[src/rtl/config_chain_writer.sv]
// Serial master for the neural array configuration chains: one parallel word in, MSB-first bit stream out.
// Latency 2*WORD_WIDTH*HALF_PERIOD+1 cycles from acceptance to done; wr_ready stays low until the word completes.
module config_chain_writer #(
    parameter int WORD_WIDTH  = 16,
    parameter int NUM_CHAINS  = 2,
    parameter int HALF_PERIOD = 2,
    parameter int SEL_W       = (NUM_CHAINS > 1) ? $clog2(NUM_CHAINS) : 1
) (
    input  logic                  clk,
    input  logic                  reset,
    input  logic                  wr_valid,
    output logic                  wr_ready,
    input  logic [WORD_WIDTH-1:0] wr_data,
    input  logic [SEL_W-1:0]      wr_chain,
    output logic [NUM_CHAINS-1:0] cfg_data_in,
    output logic [NUM_CHAINS-1:0] cfg_data_clk,
    input  logic [NUM_CHAINS-1:0] cfg_data_out,
    output logic                  busy,
    output logic                  done,
    output logic                  err,
    output logic [WORD_WIDTH-1:0] rd_data
);

    localparam int PH_W  = (HALF_PERIOD > 1) ? $clog2(HALF_PERIOD) : 1;
    localparam int BIT_W = (WORD_WIDTH > 1) ? $clog2(WORD_WIDTH) : 1;
    localparam logic [SEL_W:0]  NC_L      = (SEL_W+1)'(NUM_CHAINS);
    localparam logic [PH_W-1:0] PH_LAST   = PH_W'(HALF_PERIOD - 1);
    localparam logic [BIT_W-1:0] BIT_LAST = BIT_W'(WORD_WIDTH - 1);

    typedef enum logic [1:0] {
        S_IDLE  = 2'd0,
        S_SETUP = 2'd1,
        S_HIGH  = 2'd2,
        S_FIN   = 2'd3
    } state_t;

    state_t                state_q, state_n;
    logic [PH_W-1:0]       phase_q, phase_n;
    logic [BIT_W-1:0]      bit_q, bit_n;
    logic [WORD_WIDTH-1:0] shift_q, shift_n;
    logic [WORD_WIDTH-1:0] rd_q, rd_n;
    logic [SEL_W-1:0]      sel_q, sel_n;
    logic                  err_q, err_n;
    logic [NUM_CHAINS-1:0] pin_din_q, pin_din_n;
    logic [NUM_CHAINS-1:0] pin_clk_q, pin_clk_n;
    logic                  chain_bad;
    logic                  fb_bit;
    logic                  active_n;

    assign chain_bad = ({1'b0, wr_chain} >= NC_L);

    // Far-end bit of the currently latched chain.
    always_comb begin
        fb_bit = 1'b0;
        for (int c = 0; c < NUM_CHAINS; c++) begin
            if (sel_q == SEL_W'(c)) begin
                fb_bit = cfg_data_out[c];
            end
        end
    end

    always_comb begin
        state_n = state_q;
        phase_n = phase_q;
        bit_n   = bit_q;
        shift_n = shift_q;
        rd_n    = rd_q;
        sel_n   = sel_q;
        err_n   = err_q;
        case (state_q)
            S_IDLE: begin
                if (wr_valid) begin
                    shift_n = wr_data;
                    sel_n   = wr_chain;
                    bit_n   = BIT_LAST;
                    phase_n = '0;
                    rd_n    = '0;
                    err_n   = chain_bad;
                    state_n = chain_bad ? S_FIN : S_SETUP;
                end
            end
            S_SETUP: begin
                if (phase_q == PH_LAST) begin
                    phase_n = '0;
                    // Sampled before the rising edge, so this is the chain's old content.
                    rd_n    = {rd_q[WORD_WIDTH-2:0], fb_bit};
                    state_n = S_HIGH;
                end else begin
                    phase_n = phase_q + PH_W'(1);
                end
            end
            S_HIGH: begin
                if (phase_q == PH_LAST) begin
                    phase_n = '0;
                    if (bit_q == '0) begin
                        state_n = S_FIN;
                    end else begin
                        bit_n   = bit_q - BIT_W'(1);
                        shift_n = shift_q << 1;
                        state_n = S_SETUP;
                    end
                end else begin
                    phase_n = phase_q + PH_W'(1);
                end
            end
            default: begin
                state_n = S_IDLE;
            end
        endcase
    end

    // Pins are registered from next-state values so they line up with the state they belong to.
    assign active_n = (state_n == S_SETUP) || (state_n == S_HIGH);

    always_comb begin
        pin_din_n = '0;
        pin_clk_n = '0;
        for (int c = 0; c < NUM_CHAINS; c++) begin
            if (sel_n == SEL_W'(c)) begin
                pin_din_n[c] = active_n && shift_n[WORD_WIDTH-1];
                pin_clk_n[c] = (state_n == S_HIGH);
            end
        end
    end

    always_ff @(posedge clk) begin
        if (reset) begin
            state_q   <= S_IDLE;
            phase_q   <= '0;
            bit_q     <= '0;
            shift_q   <= '0;
            rd_q      <= '0;
            sel_q     <= '0;
            err_q     <= 1'b0;
            pin_din_q <= '0;
            pin_clk_q <= '0;
        end else begin
            state_q   <= state_n;
            phase_q   <= phase_n;
            bit_q     <= bit_n;
            shift_q   <= shift_n;
            rd_q      <= rd_n;
            sel_q     <= sel_n;
            err_q     <= err_n;
            pin_din_q <= pin_din_n;
            pin_clk_q <= pin_clk_n;
        end
    end

    assign wr_ready     = (state_q == S_IDLE);
    assign busy         = (state_q == S_SETUP) || (state_q == S_HIGH);
    assign done         = (state_q == S_FIN);
    assign err          = (state_q == S_FIN) && err_q;
    assign rd_data      = rd_q;
    assign cfg_data_in  = pin_din_q;
    assign cfg_data_clk = pin_clk_q;

endmodule

[config.mk]
export PLATFORM = sky130hd
export DESIGN_NAME = config_chain_writer
export DESIGN_NICKNAME = d
export VERILOG_FILES = /design/src/rtl/config_chain_writer.sv
export SDC_FILE = /design/constraint.sdc
export NUM_CORES = 1
export LEC_CHECK = 0
export BUFFER_PORTS_ARGS = -buffer_cell sky130_fd_sc_hd__buf_2
export CORE_MARGIN = 4
export CORE_UTILIZATION = 52
export DETAILED_ROUTE_END_ITERATION = 12
export PLACE_DENSITY = 0.9
export SETUP_SLACK_MARGIN = 0.3
export SYNTH_ARGS = -nofsm -noshare
export SYNTH_HDL_FRONTEND = slang
export SYNTH_SLANG_ARGS = --single-unit
export TNS_END_PERCENT = 20
[constraint.sdc]
create_clock -name clk -period 2.25 [get_ports clk]
set_input_delay 0.225 -clock clk [delete_from_list [all_inputs] [get_ports clk]]
set_output_delay 0.225 -clock clk [all_outputs]
set_load 0.01 [all_outputs]
==> results.cfg <==
[placed_design]
gp_congestion = 0.9142
place_hpwl_mm = 2.919
pre_cts_ws_ns = 0.1579
dp_cells = 293
numPortBuffers = 44

[sta]
skew_ns = 0.01037
slew_violations = 0
tns_ns = 0
tightest_slew_ns = 0.6940
timing.fmax_mhz = 514.0
max-slew-margin-rel_pct = 53.73
finalSetupViolCount = 0
fin_ws_ns = 0.3046
finalCritPeriodShare_pct = 86.46
rsz0062_at_grt = yes
hold_viol_final = 0
period_needed_ns = 1.945

[global_routing]
grt_pass1_vias = 1455
grt_max_degree = 30
grt_pass1_wl_mm = 6.851
busiest_layer = met2
grt_usage_pct = 19.72
gr-total-overflow = 0
gr-usage-met1_pct = 25.66
antenna_found_initial = 0
gr-usage-met2_pct = 30.93
met3_usage_pct = 5.583

[synthesis]
yosysTopAreaCell = dfxtp_1
synth-seq-area-share_pct = 46.78
yosys_warnings = 0
synth_nets = 245
synth_seq_cells = 44
syn_area_per_cell_sq_um = 8.678
ys_types = 35
synth_top_area_share_pct = 46.78
ys_top_cells_by_area = dfxtp_1 47%, a221oi_1 6.5%, a21oi_1 5.6%, nand4_1 5.3%, nor2_1 4.6%
synthArstFlopShare_pct = 0
syn_inst = 217
ys.flop_type = dfxtp_1
synth-edff-count = 0
syn_area_sq_mm = 0.001883

[cts]
cts-hold-fix-buffers = 0
path_clk_slew_ns = 0.12
clock_latency_ns = 0.35
htreeDepth = 2
cts_tree = built
cts_sinks = 44
clock_path_buffers = 2
numCtsBuffers = 5
cts_root_buffer = clkbuf_4

[pwr]
p_leak_nw = 0.9609
p_per_area_mw_per_mm2 = 649.1
ir_drop_mv = 0.3873

[floorplanning]
coreArea_sq_mm = 0.003416
ios = 46
dieWidth_um = 68.18
die_area_sq_mm = 0.004648
start_util_pct = 55.13
row_count = 21
die_height_um = 68.18

[critical_path]
crit_type = reg -> reg
endpoint_kind = flip-flop
path_max_fanout = 6
required_ns = 2.52
critPathLaunchType = flip-flop
arrival_ns = 2.21

[routing]
avgRoutedWirePerCell_um = 14.65
antenna_left = 0
wirelength_mm = 4.498
vias = 1748
drtIter0Drc = 188
routed_via_density = 5.694
drt-pass1-iter-count = 5
drcViolationCount = 0

[layout]
final_nets = 289
num_antenna_cells = 0
final_common_cell = buf_2
layout_common_cells = 44 x buf_2, 40 x dfxtp_1, 23 x nor2_1
stdcell_count = 307
area_growth_pct = 23.39
drive_above_1_share_pct = 33.72

[run_status]
status = finished, final reports clean

[flow_run]
max_cap_viol_count = 0

[hold_path]
hp-class = in -> reg
[worst max-delay path, stage by stage, from the launching register on]
cell and delay [ns]:
dfxtp_2 0.38, inv_4 0.06, ha_4 0.17, and4bb_4 0.21
o32a_1 0.33, a21oi_2 0.12, nor2_1 0.05, ha_1 0.32
nor4b_2 0.21
[final timing paths]
path	startpoint	endpoint	slack [ns]	cells after the start
hold / removal	wr_data[0]	shift_q[0]$_SDFFE_PP0P_	0.12	3
hold reg to reg	rd_data[15]$_SDFFE_PP0P_	rd_data[15]$_SDFFE_PP0P_	0.47	2
setup / recovery	state_q[0]$_SDFF_PP0_	cfg_data_in[0]$_SDFF_PP0_	0.30	8
setup reg to reg	state_q[0]$_SDFF_PP0_	cfg_data_in[0]$_SDFF_PP0_	0.30	8
[logic make-up (layout without fill, tap and decap cells)]
family          count (synthesis)  after routing  synth area share, %
other cells                     1              1               0.1991
fa+ha+maj                       6              6                3.987
buf+inv                        24             68                5.514
mux                             3              3                1.661
flops                          44             44                46.78
simple gates                   94             94                25.91
compound gates                 45             45                15.95
[timing repair]
| item | in CTS | in global routing |
|---|---|---|
| pin swaps | 3 | 4 |
| gates resized for setup | 6 | 17 |
| endpoints found under the setup margin | 4 | 33 |
| setup buffers | 4 | 3 |
[synthesized netlist by cell type (2+ instances only)]
library cell,number
a21oi_1,21
a221oi_1,14
a311oi_1,2
and2_1,2
buf_2,2
clkbuf_1,15
dfxtp_1,44
ha_1,6
inv_1,4
mux2i_1,2
nand2_1,19
nand2b_1,3
nand3_1,2
nand4_1,16
nor2_1,23
nor2b_1,3
nor3_1,16
o21ai_0,4
or3_1,3
[registers in the layout, summed over array words and instances (netlist names)]
name,flops
bit_q,4
cfg_data_clk,2
cfg_data_in,2
phase_q,1
rd_data,16
sel_q,1
shift_q,16
state_q,2
[through the flow]
step / util [%] / hold slack (ns) / cell area (sq um) / power (W)
4_1_cts: 65.05 / 0.1291 / 2222 / 0.001473
6_report: 68.02 / 0.1224 / 2323 / 0.001508
2_1_floorplan: - / 0.3769 / 1889 / 0.001058
3_5_place_dp: 62.16 / 0.4456 / 2123 / 0.001121
5_1_grt: 68.02 / 0.1114 / 2323 / 0.001582
3_3_place_gp: 62.16 / 0.4387 / 2123 / 0.001115
[per-layer routing]
| metal | up-vias | wire length, um |
|---|---|---|
| li1 | 875 | - |
| met1 | 816 | 1927 |
| met2 | 48 | 2242 |
| met3 | 9 | 251 |
| met4 | 0 | 76 |
| met5 | - | 0 |
[layout make-up]
cell class | count | area [sq um]
clock inverter | 1 | 5.005
inverter | 4 | 17.52
timing repair buffer | 57 | 321.6
fill | 256 | 1092
clock buffer | 6 | 41.29
multi-input combinational | 149 | 992.2
sequential | 44 | 888.4
tap | 46 | 57.56
[power by group]
part | switching (W) | internal, W
clock network | 0.000233 | 0.000115
registers | 0.0000318 | 0.000822
logic | 0.000175 | 0.000131
total | 0.000440 | 0.00107
(Power assumes the default switching activity.)
